**src/rtl/odelay_load_sequencer_pkg.sv**
```systemverilog
// Shared definitions for the odelay load sequencer.
//  - seq_state_e    : sequencer FSM encoding (IDLE, LOAD, SET, SETTLE)
//  - DELAY_W        : width of the shared delay bus {coarse, fine}
//  - COARSE_W/FINE_W: field widths inside a delay word
//  - FINE_MAX_DEFAULT: largest legal fine value of the delay cells
//  - clamp_delay()  : saturates the fine field, passes coarse through
package odelay_load_sequencer_pkg;

  localparam int COARSE_W         = 5;
  localparam int FINE_W           = 3;
  localparam int DELAY_W          = COARSE_W + FINE_W;
  localparam int FINE_MAX_DEFAULT = 4;

  typedef enum logic [1:0] {
    ST_IDLE   = 2'd0,
    ST_LOAD   = 2'd1,
    ST_SET    = 2'd2,
    ST_SETTLE = 2'd3
  } seq_state_e;

  // The fine taps above fine_max do not exist in the delay cell, so the
  // value saturates instead of wrapping; the coarse part is untouched.
  function automatic logic [DELAY_W-1:0] clamp_delay(
    input logic [DELAY_W-1:0] d,
    input logic [FINE_W-1:0]  fine_max
  );
    if (d[FINE_W-1:0] > fine_max)
      return {d[DELAY_W-1:FINE_W], fine_max};
    else
      return d;
  endfunction

endpackage

```
**src/rtl/odelay_load_sequencer_if.sv**
```systemverilog
// Command channel between the calibration sequencer (master) and the
// odelay load sequencer (slave).
//  cmd_valid  : command present
//  cmd_ready  : command accepted when cmd_valid & cmd_ready
//  cmd_lane   : target lane (ignored for commit)
//  cmd_delay  : {coarse, fine} delay word (ignored for commit)
//  cmd_commit : 0 = load one lane, 1 = apply all pending loads
interface odelay_load_sequencer_if #(
  parameter int LANE_BITS = 4
);
  import odelay_load_sequencer_pkg::*;

  logic                 cmd_valid;
  logic                 cmd_ready;
  logic [LANE_BITS-1:0] cmd_lane;
  logic [DELAY_W-1:0]   cmd_delay;
  logic                 cmd_commit;

  modport master (
    output cmd_valid, cmd_lane, cmd_delay, cmd_commit,
    input  cmd_ready
  );

  modport slave (
    input  cmd_valid, cmd_lane, cmd_delay, cmd_commit,
    output cmd_ready
  );

endinterface

```
**src/rtl/odelay_load_sequencer_shadow.sv**
```systemverilog
// odelay_seq_shadow: per-lane shadow of the values loaded into the delay
// bank (pending) and of the values made active by the last apply
// (committed), with a combinational readback mux.
//  clk, rst      : clock, asynchronous active-high reset (arrays clear to 0)
//  ld_en         : a dly_ld strobe is being issued this cycle
//  ld_lane       : lane receiving that strobe
//  ld_value      : value on the shared delay bus
//  set_en        : dly_set strobe; pending copies into committed for all lanes
//  rd_lane       : readback select; out-of-range lanes read 0
//  rd_pending    : pending value of rd_lane
//  rd_committed  : committed value of rd_lane
module odelay_seq_shadow
  import odelay_load_sequencer_pkg::*;
#(
  parameter int NUM_LANES = 16,
  parameter int LANE_BITS = 4
) (
  input  logic                 clk,
  input  logic                 rst,
  input  logic                 ld_en,
  input  logic [LANE_BITS-1:0] ld_lane,
  input  logic [DELAY_W-1:0]   ld_value,
  input  logic                 set_en,
  input  logic [LANE_BITS-1:0] rd_lane,
  output logic [DELAY_W-1:0]   rd_pending,
  output logic [DELAY_W-1:0]   rd_committed
);

  // Per-lane contributions to the read mux; a lane drives zero unless it
  // is selected, so an out-of-range select naturally reads 0.
  logic [NUM_LANES-1:0][DELAY_W-1:0] pend_sel;
  logic [NUM_LANES-1:0][DELAY_W-1:0] comm_sel;

  for (genvar gi = 0; gi < NUM_LANES; gi++) begin : g_lane
    logic [DELAY_W-1:0] pending_reg;
    logic [DELAY_W-1:0] committed_reg;

    always_ff @(posedge clk or posedge rst) begin
      if (rst) begin
        pending_reg   <= '0;
        committed_reg <= '0;
      end else begin
        if (ld_en && (ld_lane == LANE_BITS'(gi)))
          pending_reg <= ld_value;
        if (set_en)
          committed_reg <= pending_reg;
      end
    end

    assign pend_sel[gi] = (rd_lane == LANE_BITS'(gi)) ? pending_reg   : '0;
    assign comm_sel[gi] = (rd_lane == LANE_BITS'(gi)) ? committed_reg : '0;
  end

  always_comb begin
    rd_pending   = '0;
    rd_committed = '0;
    for (int i = 0; i < NUM_LANES; i++) begin
      rd_pending   = rd_pending   | pend_sel[i];
      rd_committed = rd_committed | comm_sel[i];
    end
  end

endmodule

```
**src/rtl/odelay_load_sequencer.sv**
```systemverilog
// odelay_load_sequencer: sequences delay loads into a bank of NUM_LANES
// delay lanes sharing one delay bus. A load command drives the clamped
// delay onto dly_out and pulses that lane's dly_ld; a commit pulses the
// common dly_set, waits SETTLE_CYCLES and pulses done.
//  clk, rst      : clock, asynchronous active-high reset
//  cmd           : command channel (slave modport)
//  err_clr       : clears the sticky error flags (a new error wins)
//  dly_out       : shared delay bus, holds its last value
//  dly_ld        : one-hot per-lane load strobe
//  dly_set       : common apply strobe
//  busy          : SET/SETTLE in progress
//  done          : one-cycle pulse at end of settle
//  err_lane      : sticky, lane index >= NUM_LANES received
//  err_fine      : sticky, fine value > FINE_MAX received
//  rd_lane       : shadow readback select
//  rd_pending    : last loaded, not yet applied value of rd_lane
//  rd_committed  : last applied value of rd_lane
// Build option: define ODELAY_SEQ_SHADOW_EN to build the per-lane shadow
// registers; otherwise rd_pending and rd_committed are tied to 0.
module odelay_load_sequencer
  import odelay_load_sequencer_pkg::*;
#(
  parameter int NUM_LANES     = 16,
  parameter int LANE_BITS     = 4,
  parameter int SETTLE_CYCLES = 8,
  parameter int FINE_MAX      = FINE_MAX_DEFAULT
) (
  input  logic                    clk,
  input  logic                    rst,
  odelay_load_sequencer_if.slave  cmd,
  input  logic                    err_clr,
  output logic [DELAY_W-1:0]      dly_out,
  output logic [NUM_LANES-1:0]    dly_ld,
  output logic                    dly_set,
  output logic                    busy,
  output logic                    done,
  output logic                    err_lane,
  output logic                    err_fine,
  input  logic [LANE_BITS-1:0]    rd_lane,
  output logic [DELAY_W-1:0]      rd_pending,
  output logic [DELAY_W-1:0]      rd_committed
);

  seq_state_e           state_reg,    state_next;
  logic [LANE_BITS-1:0] lane_reg,     lane_next;
  logic [DELAY_W-1:0]   dly_out_reg,  dly_out_next;
  logic [7:0]           cnt_reg,      cnt_next;
  logic                 err_lane_reg, err_lane_next;
  logic                 err_fine_reg, err_fine_next;
  // Holds cmd_ready low while in reset and releases it on the first clock
  // after reset deasserts.
  logic                 ready_en_reg;

  logic accept;
  logic lane_oor;
  logic fine_over;

  assign cmd.cmd_ready = ready_en_reg && (state_reg == ST_IDLE);
  assign accept        = cmd.cmd_valid && cmd.cmd_ready;
  assign lane_oor      = 32'(cmd.cmd_lane) >= NUM_LANES;
  assign fine_over     = cmd.cmd_delay[FINE_W-1:0] > FINE_W'(FINE_MAX);

  always_ff @(posedge clk or posedge rst) begin
    if (rst) begin
      state_reg    <= ST_IDLE;
      lane_reg     <= '0;
      dly_out_reg  <= '0;
      cnt_reg      <= '0;
      err_lane_reg <= 1'b0;
      err_fine_reg <= 1'b0;
      ready_en_reg <= 1'b0;
    end else begin
      state_reg    <= state_next;
      lane_reg     <= lane_next;
      dly_out_reg  <= dly_out_next;
      cnt_reg      <= cnt_next;
      err_lane_reg <= err_lane_next;
      err_fine_reg <= err_fine_next;
      ready_en_reg <= 1'b1;
    end
  end

  always_comb begin
    state_next    = state_reg;
    lane_next     = lane_reg;
    dly_out_next  = dly_out_reg;
    cnt_next      = cnt_reg;
    // Clear first, then let a fresh error re-set the flag so it wins.
    err_lane_next = err_lane_reg && !err_clr;
    err_fine_next = err_fine_reg && !err_clr;

    case (state_reg)
      ST_IDLE: begin
        if (accept) begin
          if (cmd.cmd_commit) begin
            state_next = ST_SET;
          end else if (lane_oor) begin
            // Dropped: no strobe, stay in IDLE.
            err_lane_next = 1'b1;
          end else begin
            state_next   = ST_LOAD;
            lane_next    = cmd.cmd_lane;
            dly_out_next = clamp_delay(cmd.cmd_delay, FINE_W'(FINE_MAX));
            if (fine_over)
              err_fine_next = 1'b1;
          end
        end
      end
      ST_LOAD: begin
        state_next = ST_IDLE;
      end
      ST_SET: begin
        state_next = ST_SETTLE;
        cnt_next   = 8'(SETTLE_CYCLES - 1);
      end
      ST_SETTLE: begin
        if (cnt_reg == 8'd0)
          state_next = ST_IDLE;
        else
          cnt_next = cnt_reg - 8'd1;
      end
      default: begin
        state_next = ST_IDLE;
      end
    endcase
  end

  // Strobes are decoded from registered state so they drop the instant
  // the asynchronous reset forces the FSM back to IDLE.
  for (genvar gi = 0; gi < NUM_LANES; gi++) begin : g_ld
    assign dly_ld[gi] = (state_reg == ST_LOAD) && (lane_reg == LANE_BITS'(gi));
  end

  assign dly_out  = dly_out_reg;
  assign dly_set  = (state_reg == ST_SET);
  assign busy     = (state_reg == ST_SET) || (state_reg == ST_SETTLE);
  assign done     = (state_reg == ST_SETTLE) && (cnt_reg == 8'd0);
  assign err_lane = err_lane_reg;
  assign err_fine = err_fine_reg;

`ifdef ODELAY_SEQ_SHADOW_EN
  odelay_seq_shadow #(
    .NUM_LANES (NUM_LANES),
    .LANE_BITS (LANE_BITS)
  ) u_shadow (
    .clk          (clk),
    .rst          (rst),
    .ld_en        (state_reg == ST_LOAD),
    .ld_lane      (lane_reg),
    .ld_value     (dly_out_reg),
    .set_en       (dly_set),
    .rd_lane      (rd_lane),
    .rd_pending   (rd_pending),
    .rd_committed (rd_committed)
  );
`else
  logic unused_rd_lane;
  assign unused_rd_lane = ^rd_lane;
  assign rd_pending     = '0;
  assign rd_committed   = '0;
`endif

endmodule
```
**src/flat_wrapper.sv**
```systemverilog
// flat-port wrapper written by rule: the top's interface ports become plain ports
module odelay_load_sequencer_flat import odelay_load_sequencer_pkg::*;
#(
  parameter int NUM_LANES     = 16,
  parameter int LANE_BITS     = 4,
  parameter int SETTLE_CYCLES = 8,
  parameter int FINE_MAX      = FINE_MAX_DEFAULT
)
  (clk, rst, err_clr, dly_out, dly_ld, dly_set, busy, done, err_lane, err_fine, rd_lane, rd_pending, rd_committed, cmd_cmd_valid, cmd_cmd_lane, cmd_cmd_delay, cmd_cmd_commit, cmd_cmd_ready);
  odelay_load_sequencer_if #(.LANE_BITS(LANE_BITS)) cmd_i ();
  input  logic clk;
  input  logic rst;
  input  logic err_clr;
  output logic [DELAY_W-1:0] dly_out;
  output logic [NUM_LANES-1:0] dly_ld;
  output logic dly_set;
  output logic busy;
  output logic done;
  output logic err_lane;
  output logic err_fine;
  input  logic [LANE_BITS-1:0] rd_lane;
  output logic [DELAY_W-1:0] rd_pending;
  output logic [DELAY_W-1:0] rd_committed;
  input wire logic [$bits(cmd_i.cmd_valid)-1:0] cmd_cmd_valid;
  input wire logic [$bits(cmd_i.cmd_lane)-1:0] cmd_cmd_lane;
  input wire logic [$bits(cmd_i.cmd_delay)-1:0] cmd_cmd_delay;
  input wire logic [$bits(cmd_i.cmd_commit)-1:0] cmd_cmd_commit;
  output wire logic [$bits(cmd_i.cmd_ready)-1:0] cmd_cmd_ready;
  assign cmd_i.cmd_valid = cmd_cmd_valid;
  assign cmd_i.cmd_lane = cmd_cmd_lane;
  assign cmd_i.cmd_delay = cmd_cmd_delay;
  assign cmd_i.cmd_commit = cmd_cmd_commit;
  assign cmd_cmd_ready = cmd_i.cmd_ready;
  odelay_load_sequencer #(.NUM_LANES(NUM_LANES), .LANE_BITS(LANE_BITS), .SETTLE_CYCLES(SETTLE_CYCLES), .FINE_MAX(FINE_MAX)) u_core (.clk(clk), .rst(rst), .cmd(cmd_i), .err_clr(err_clr), .dly_out(dly_out), .dly_ld(dly_ld), .dly_set(dly_set), .busy(busy), .done(done), .err_lane(err_lane), .err_fine(err_fine), .rd_lane(rd_lane), .rd_pending(rd_pending), .rd_committed(rd_committed));
endmodule
```
**config.mk**
```make
export PLATFORM = sky130hd
export DESIGN_NAME = odelay_load_sequencer_flat
export DESIGN_NICKNAME = d
export VERILOG_FILES = /design/src/rtl/odelay_load_sequencer_pkg.sv /design/src/rtl/odelay_load_sequencer_if.sv /design/src/rtl/odelay_load_sequencer_shadow.sv /design/src/rtl/odelay_load_sequencer.sv /design/src/flat_wrapper.sv
export SDC_FILE = /design/constraint.sdc
export NUM_CORES = 1
export LEC_CHECK = 0
export CORE_ASPECT_RATIO = 1.1
export CORE_MARGIN = 5
export CORE_UTILIZATION = 25
export DETAILED_ROUTE_END_ITERATION = 8
export GPL_ROUTABILITY_DRIVEN = 0
export SLEW_MARGIN = 10
export SYNTH_ARGS = -nofsm -noshare
export SYNTH_HDL_FRONTEND = slang
export SYNTH_SLANG_ARGS = --single-unit
```
**constraint.sdc**
```tcl
create_clock -name clk -period 2.54 [get_ports clk]
set_input_delay 0.762 -clock clk [delete_from_list [all_inputs] [get_ports clk]]
set_output_delay 0.762 -clock clk [all_outputs]
set_load 0.02 [all_outputs]
```
=== Word level (Yosys, flattened, before mapping) ===
Index checks and enable logic that the tools add are counted.

* $add $sub $neg: 1
* Order comparisons: 1
* Equal/unequal tests: 21
* Mux-type cells: 11
* Bitwise logic cells: 1
* Reduce and logical (&&, ||, !) cells: 30

{| class="wikitable"
|+ Operators by type and width
! operator !! count
|-
| $eq A4 B4 Y1 const B || 8
|-
| $logic_and A1 B1 Y1 || 21
|-
| $eq A4 B3 Y1 const B || 4
|-
| $pmux W8 S2 || 1
|-
| $eq A4 B2 Y1 const B || 2
|-
| $logic_not A8 Y1 || 1
|-
| $mux W8 || 1
|-
| $pmux W2 S4 || 1
|-
| $sub A8 B1 Y8 const B || 1
|-
| $mux W2 || 3
|-
| $eq A2 B2 Y1 const B || 2
|-
| $eq A4 B1 Y1 const B || 1
|-
| $logic_not A4 Y1 || 1
|-
| $mux W1 || 4
|-
| $ne A2 B1 Y1 const B || 2
|-
| $reduce_and A2 Y1 || 2
|-
| $gt A3 B3 Y1 const B || 1
|-
| $mux W3 || 1
|-
| $reduce_and A3 Y1 || 1
|-
| $eq A2 B1 Y1 const B || 1
|-
| $logic_not A2 Y1 || 1
|-
| $ne A2 B2 Y1 const B || 1
|-
| $reduce_bool A2 Y1 || 1
|-
| $logic_not A1 Y1 || 1
|-
| 2 further kinds || 2
|}

* Flip-flop bits (word level): 25
* Bits of input ports: 21
* Output and inout port bits: 46
* Word-level logic and storage cells: 72

=== Depth between registers and ports, before layout ===
Gate-level depths: netlist (run 1).

* Word-level depth: 6
* Mapped depth: 5
* Mapped depth without buffers: 5

=== Worst setup path after synthesis (run 1) ===
OpenSTA, ideal clock, no wires.

* Kind: register to output
* Start point: reg u_core.state_reg[0]
* End point: out dly_ld[0]
* Arrival: 1.685 ns
* Required time: 1.778 ns
* Slack: 0.093 ns
* Stages on the path, launching flop included: 4
* Buffers on the path: 1
* Cell sequence: dfrtp_1 > buf_2 > or4b_2 > nor3_1

* Longest elaborated chain between the ends: 2

{| class="wikitable"
|+ Ends and longest elaborated chain
! what !! line !! source
|-
| start, declared || odelay_load_sequencer.sv:44 || <nowiki>seq_state_e state_reg, state_next;</nowiki>
|-
| start signal, assigned || odelay_load_sequencer.sv:73 || <nowiki>state_reg <= state_next;</nowiki>
|-
| $eq A2 B1 Y1 || odelay_load_sequencer.sv:131 || <nowiki>assign dly_ld[gi] = (state_reg == ST_LOAD) && (lane_reg == LANE_BITS'(gi));</nowiki>
|-
| $logic_and A1 B1 Y1 || odelay_load_sequencer.sv:131 ||
|-
| end, declared || flat_wrapper.sv:15 || <nowiki>output logic [NUM_LANES-1:0] dly_ld;</nowiki>
|}

Every way passes these cells.

=== Worst setup path after layout (run 1) ===
* Start point: reg u_core.state_reg[1]
* End point: out dly_ld[12]

The elaborated chain is that of the path after synthesis.

==> metrics.csv, run 1 <==
stage;metric;value;unit
worst_setup_path;reg2reg setup slack;0.65;ns
floorplan;Die ar.;7360;um^2
timing;minimum clock period;2.43;ns
power;maximum vdd drop;0.413;mV
timing;Finish-stage setup viols;0;
place;IO buf count;46;
synth;mapped cell area;1440;um^2
floorplan;num ports;67;
drt;drc violations;0;
timing;Fin Hold WS;0.506;ns
synth;Mean Syn Cell Area;10.0;um^2
floorplan;Die X;82.3;um
worst_setup_path;RR Endpoint;u_core.state_reg[1]$_DFFE_PP0P_;
timing;Slew @ Worst Pin;0.566;ns
cts;H-tree depth;1;
place;dpl cells;273;
power;Static Leak;0.000965;uW
layout;Layout Utilization;0.362;
global_routing;Total GRT Usage;0.0956;
floorplan;Starting Density;0.254;
cts;root buf cell;clkbuf_8;
synth;Async SR Flop Fraction;1.00;
drt;first drt pass iteration count;4;
cts;Clock Sinks;25;
layout;fin nets;225;
worst_setup_path;Critical Path Start Type;register;
timing;RSZ-0062 raised after global routing;no;
cts;Clock Latency Late Sink;0.26;ns
synth;Synth Instances;143;
floorplan;Core Region;5660;um^2
hold_path;worst hold endpoint;u_core.err_fine$_DFF_PP0_;
place;Post-DP HPWL;2.65;mm
global_routing;first-pass GRT wire length;5.63;mm
timing;Slew Limit Headroom;0.618;
cts;CTS tree;done;
global_routing;initial antenna violation count;0;
cts;Reg clk slew, reported paths;0.08;ns
synth;Synth Register Bits;25;
synth;register area share after synthesis;0.436;
cts;CTS max path bufs;2;
hold_path;HP Class;register to register;
synth;Yosys cell types;38;
status;status;finished, final reports clean;
drt;drt first-iter violations;43;
worst_setup_path;CP Capture Type;output pin;
layout;commonest non-fill, non-tap cells in the layout;clkdlybuf4s50_1 (27), dfrtp_1 (25), conb_1 (17), nor2_1 (16), buf_4 (15);
worst_setup_path;reg-to-reg startpoint;u_core.cnt_reg[5]$_DFFE_PP0P_;
job;max cap viols;0;
drt;Via-to-Cell Ratio;4.36;
hold_path;Hold Crit Start;u_core.err_fine$_DFF_PP0_;
layout;Antenna Diode Count;0;
worst_setup_path;type of the worst setup path;register to output pin;
floorplan;Core Rows;29;
synth;Yosys Warn Count;0;
drt;WL final;3.40;mm
global_routing;Overflow after GRT;0;
timing;Fin Clk Skew;0.00246;ns
worst_setup_path;WP data required;1.78;ns
layout;Layout area overhead;42.5;%
drt;DRT antenna net count;0;
global_routing;largest net degree at the start of global routing;26;
timing;fmax;411;MHz
power;Pwr Density;998;nW/um^2
timing;period utilization;0.958;
floorplan;Die Height;89.5;um
worst_setup_path;R2R cell count;3;
hold_path;hold path depth;1;
timing;Final Max Tran Viols;0;
cts;TritonCTS Buffers;3;
power;post-layout power;2040;uW
drt;Vias;1211;
layout;most common cell after layout, fill and taps aside;clkdlybuf4s50_1;
synth;Main synth FF type;dfrtp_1;
synth;Post-synth EDFFs;0;
worst_setup_path;CP max FO;4;
drt;WL/cell;12.2;um
layout;share of layout cells above drive strength 1;0.199;
global_routing;vias in the first global route;1162;
layout;final std cells w/o fill;278;
timing;final setup TNS;0;ns
worst_setup_path;CP Launch Point;u_core.state_reg[1]$_DFFE_PP0P_;
timing;final hold violation count;0;
worst_setup_path;arrival time worst endpoint;1.67;ns
power by group:
group | switching [uW] | internal [uW]
Combinational | 557 | 558
Clock | 117 | 112
Sequential | 137 | 561
Total | 810 | 1230
Yosys cell counts, types with 2 or more instances:
cell type | number | share of area
conb_1 | 2 | 0.0052
nand3_1 | 2 | 0.0070
ha_1 | 2 | 0.017
nand4b_1 | 2 | 0.012
nor2b_1 | 5 | 0.022
dfrtp_1 | 25 | 0.44
nor3b_1 | 3 | 0.016
clkbuf_1 | 3 | 0.0078
a21oi_1 | 7 | 0.024
buf_4 | 16 | 0.084
inv_1 | 4 | 0.010
nand2b_1 | 4 | 0.017
nor2_1 | 16 | 0.042
nor3_1 | 5 | 0.017
nand2_1 | 5 | 0.013
buf_2 | 3 | 0.010
nand4bb_1 | 3 | 0.024
mux2_2 | 12 | 0.094
or4b_2 | 2 | 0.014
o21ai_0 | 4 | 0.014
critical path: stages, from the launching register on:
cell	delay [ns]
dfrtp_1	0.38
or4b_4	0.57
nor2_1	0.11
dlygate4sd2_1	0.35
layout make-up:
cell class,instances,area [um^2]
tap,77,96.3
clock buffer,4,45.0
sequential,25,626
inverter,4,15.0
multi-input combinational,107,716
fill,595,3610
timing repair buffer,61,549
metrics by stage:
stage / setup slack [ns] / area (um^2)
global route: 0.00583 / 2050
detailed placement: -0.115 / 2010
floorplan: 0.0927 / 1490
CTS: 0.0423 / 2050
global placement: -0.114 / 2010
finish: 0.105 / 2050
cell families (layout without fill, tap and decap cells):
kind of cell | count (synthesis) | count (layout) | synth area share
AO/OA/AOI/OAI | 18 | 18 | 0.0819
adder cells (fa/ha/maj) | 2 | 2 | 0.0174
buffers and inverters | 26 | 69 | 0.112
flip-flops | 25 | 25 | 0.436
multiplexers | 13 | 13 | 0.105
other | 2 | 17 | 0.00523
AND/OR/NAND/NOR | 57 | 57 | 0.243
how the worst max path moves through the flow:
| stage | end | cells after the start |
|---|---|---|
| final | dly_ld[12] | 3 |
| after global routing | done | 5 |
| after CTS | dly_ld[3] | 5 |
| after detailed placement | dly_ld[0] | 3 |
| after global placement | dly_ld[0] | 3 |
| after floorplan | dly_ld[0] | 3 |
what timing repair did:
action,4_1_cts,5_1_grt
buffers inserted,1,0
hold buffers,0,0
resized for setup,21,12
endpoints found under the setup margin,17,6
hold endpoints to repair,0,0
per-layer routing:
metal	track usage	part of all wire	routed length [um]
met4	0.0181	0.0038	13
met1	0.121	0.40	1350
met2	0.157	0.52	1760
met5	0	0	0
met3	0.0343	0.080	271
Note: power is estimated with default switching activity, not from simulation.
==> inputs of run 2 (changes only) <==
--- a/config.mk
+++ b/config.mk
@@ -13,4 +13,5 @@
 export SLEW_MARGIN = 10
 export SYNTH_ARGS = -nofsm -noshare
 export SYNTH_HDL_FRONTEND = slang
+export SYNTH_HIERARCHICAL = 1
 export SYNTH_SLANG_ARGS = --single-unit
==> metrics.csv, run 2 <==
stage;metric;value;unit;change
layout;share of layout cells above drive strength 1;0.234;;+0.0351
global_routing;Total GRT Usage;0.0959;;+0.000324
timing;Fin Clk Skew;0.00634;ns;+0.00388 ns
timing;fmax;365;MHz;-11%
layout;# fillers;551;;-7.4%
power;maximum vdd drop;0.476;mV;+15%
timing;final setup TNS;-0.200;ns;-0.200 ns
floorplan;num ports;67;;unchanged
synth;most common cell in the netlist;dfrtp_1;;
synth;Yosys cell types;38;;unchanged
layout;fin nets;229;;+1.8%
global_routing;largest net degree at the start of global routing;26;;unchanged
global_routing;first-pass GRT wire length;5.43;mm;-3.6%
cts;Clock Latency Late Sink;0.27;ns;about the same
drt;drt first-iter violations;33;;-23%
layout;Final Cell Area;2030;um^2;-0.98%
worst_setup_path;reg-to-reg startpoint;u_core/cnt_reg[3]$_DFFE_PP0P_;;
global_routing;Overflow after GRT;0;;unchanged
synth;Async SR Flop Fraction;1.00;;unchanged
worst_setup_path;arrival time worst endpoint;1.98;ns;+0.31 ns
timing;Slew Limit Headroom;0.647;;+0.0291
worst_setup_path;critical path endpoint;done;;
synth;Yosys top cell area share;0.452;;+0.0169
timing;worst setup margin;-0.200;ns;-0.306 ns
layout;Sequential cell area;626;um^2;unchanged
worst_setup_path;CP max FO;2;;-2
synth;mapped cell area;1380;um^2;-3.7%
worst_setup_path;Critical Path Start Type;register;;
worst_setup_path;CP Launch Point;u_core/cnt_reg[3]$_DFFE_PP0P_;;
layout;commonest non-fill, non-tap cells in the layout;clkdlybuf4s50_1 (27), dfrtp_1 (25), buf_4 (20), nor2_1 (19), conb_1 (17);;
worst_setup_path;WP data required;1.78;ns;about the same
timing;final hold violation count;0;;unchanged
drt;first drt pass iteration count;3;;-1
cts;root buf cell;clkbuf_8;;
synth;synth top area cells;dfrtp_1 (45%), buf_4 (8.7%), mux2_2 (8.1%);;
cts;CTS max path bufs;2;;unchanged
timing;Slew @ Worst Pin;0.522;ns;-0.0435 ns
power;Pwr Density;962;nW/um^2;-3.6%
cts;TritonCTS Buffers;3;;unchanged
drt;drc violations;0;;unchanged
drt;WL/cell;12.1;um;-1.4%
floorplan;Die Height;88.0;um;-1.7%
synth;Post-synth EDFFs;0;;unchanged
synth;Main synth FF type;dfrtp_1;;
cts;Clock Sinks;25;;unchanged
synth;Mean Syn Cell Area;9.81;um^2;-2.4%
cts;H-tree depth;1;;unchanged
floorplan;Die ar.;7120;um^2;-3.3%
global_routing;initial antenna violation count;0;;unchanged
place;IO buf count;46;;unchanged
layout;most common cell after layout, fill and taps aside;clkdlybuf4s50_1;;
synth;Synth Register Bits;25;;unchanged
place;Setup WS pre-CTS;-0.394;ns;-0.279 ns
power;Static Leak;0.00103;uW;+6.3%
timing;Finish-stage setup viols;1;;+1
layout;final std cells w/o fill;280;;+0.72%
drt;DRT antenna net count;0;;unchanged
synth;Synth Instances;141;;-1.4%
drt;WL final;3.37;mm;-0.65%
cts;Post-CTS Repair Setup Buffers;0;;-1
timing;minimum clock period;2.74;ns;+0.306 ns
drt;Vias;1148;;-5.2%
hold_path;HP Class;register to register;;
floorplan;Starting Density;0.256;;+0.00250
timing;period utilization;1.08;;+0.120
worst_setup_path;R2R cell count;5;;+2
worst_setup_path;reg2reg setup slack;0.55;ns;-0.10 ns
drt;Via-to-Cell Ratio;4.10;;-5.9%
timing;Final Max Tran Viols;0;;unchanged
floorplan;Core Rows;28;;-3.4%
place;DP Area;2000;um^2;-0.19%
cts;CTS tree;done;;
worst_setup_path;RR Endpoint;u_core/cnt_reg[1]$_DFFE_PP0P_;;
timing;RSZ-0062 raised after global routing;yes;;
worst_setup_path;CP Capture Type;output pin;;
floorplan;Die X;80.9;um;-1.7%
synth;register area share after synthesis;0.452;;+0.0169
floorplan;Core Region;5400;um^2;-4.7%
synth;Synth top cells by count;dfrtp_1 (25), nor2_1 (19), buf_4 (16);;
place;dpl cells;276;;+1.1%
cts;Reg clk slew, reported paths;0.08;ns;about the same
layout;Layout area overhead;46.6;%;
status;status;complete, but fails checks;;
status;failing checks;negative setup slack;;
layout;area of the multi-input gates;651;um^2;-9.1%
worst_setup_path;type of the worst setup path;register to output pin;;
job;max cap viols;0;;unchanged
synth;Synth area leader;dfrtp_1;;
place;Post-DP HPWL;2.60;mm;-1.8%
global_routing;vias in the first global route;1167;;+0.43%
synth;Yosys Warn Count;6;;+6
layout;Antenna Diode Count;0;;unchanged
[run 2: critical path: stages (launching register included)]
cell,delay (ns)
dfrtp_1,0.39
or4_4,0.54
or4b_4,0.51
nor3_2,0.12
buf_4,0.16
[run 2: kinds of logic after synthesis]
| group | after synthesis | share of synthesized area |
|---|---|---|
| AND/OR/NAND/NOR | 51 | 0.211 |
| flip-flops | 25 | 0.452 |
| AO/OA/AOI/OAI | 17 | 0.0751 |
| adder cells (fa/ha/maj) | 2 | 0.0181 |
| other | 2 | 0.00543 |
| multiplexers | 12 | 0.0959 |
| buffers and inverters | 29 | 0.123 |
| XOR/XNOR | 3 | 0.0190 |
[run 2: per-layer routing]
metal  up-vias  global-route usage  share of wire
li1        573                   -              -
met1       538               0.119           0.41
met2        35               0.168           0.52
met3         2              0.0216          0.065
met4         0              0.0230         0.0039
met5         -                   0              0
[run 2: what timing repair did]
| action | in CTS | in global routing |
|---|---|---|
| endpoints found under the setup margin | 16 | 8 |
| hold buffers | 0 | 0 |
| resized for setup | 29 | 9 |
[run 2: report_power, final]
part	total (uW)	switching (uW)	leakage [uW]	internal, uW
registers	655	104	0.000312	551
clock network	235	126	0.0000255	110
logic	1060	531	0.000688	529
total	1950	760	0.00103	1190
[run 2: worst min path at each step]
| stage | startpoint | end | slack (ns) | depth (start not counted) |
|---|---|---|---|---|
| 6_report | u_core/err_lane$_DFF_PP0_ | u_core/err_lane$_DFF_PP0_ | 0.51 | 1 |
| 5_1_grt | u_core/dly_out[3]$_DFFE_PP0P_ | u_core/dly_out[3]$_DFFE_PP0P_ | 0.55 | 1 |
| 4_1_cts | u_core/err_lane$_DFF_PP0_ | u_core/err_lane$_DFF_PP0_ | 0.52 | 1 |
| 3_5_place_dp | u_core/err_lane$_DFF_PP0_ | u_core/err_lane$_DFF_PP0_ | 0.49 | 1 |
| 3_3_place_gp | u_core/dly_out[4]$_DFFE_PP0P_ | u_core/dly_out[4]$_DFFE_PP0P_ | 0.49 | 1 |
| 2_1_floorplan | u_core/cnt_reg[2]$_DFFE_PP0P_ | u_core/cnt_reg[2]$_DFFE_PP0P_ | 0.49 | 1 |
[run 2: stage by stage]
stage | hold slack [ns] | utilization | total power [uW]
finish | 0.507 | 0.376 | 1950
global route | 0.552 | 0.376 | 2100
CTS | 0.515 | 0.377 | 1970
detailed placement | 0.492 | 0.372 | 1750
global placement | 0.489 | 0.372 | 1730
floorplan | 0.488 | - | 1260
[run 2: final cells by class]
type	instances	area share
multi-input cells	102	0.321
repair buffers	65	0.285
clock inverters	1	0.00247
flip-flops and latches	25	0.309
clock buffers	3	0.0204
well taps	75	0.0463
inverters	9	0.0167
==> inputs of run 3 (changes only) <==
--- a/config.mk
+++ b/config.mk
@@ -8,6 +8,7 @@
 export CORE_ASPECT_RATIO = 1.1
 export CORE_MARGIN = 5
 export CORE_UTILIZATION = 25
+export CTS_CLUSTER_DIAMETER = 80
 export DETAILED_ROUTE_END_ITERATION = 8
 export GPL_ROUTABILITY_DRIVEN = 0
 export SLEW_MARGIN = 10
==> results of run 3 <==
The final DEF is identical to that of run 2; final timing and power are the same.
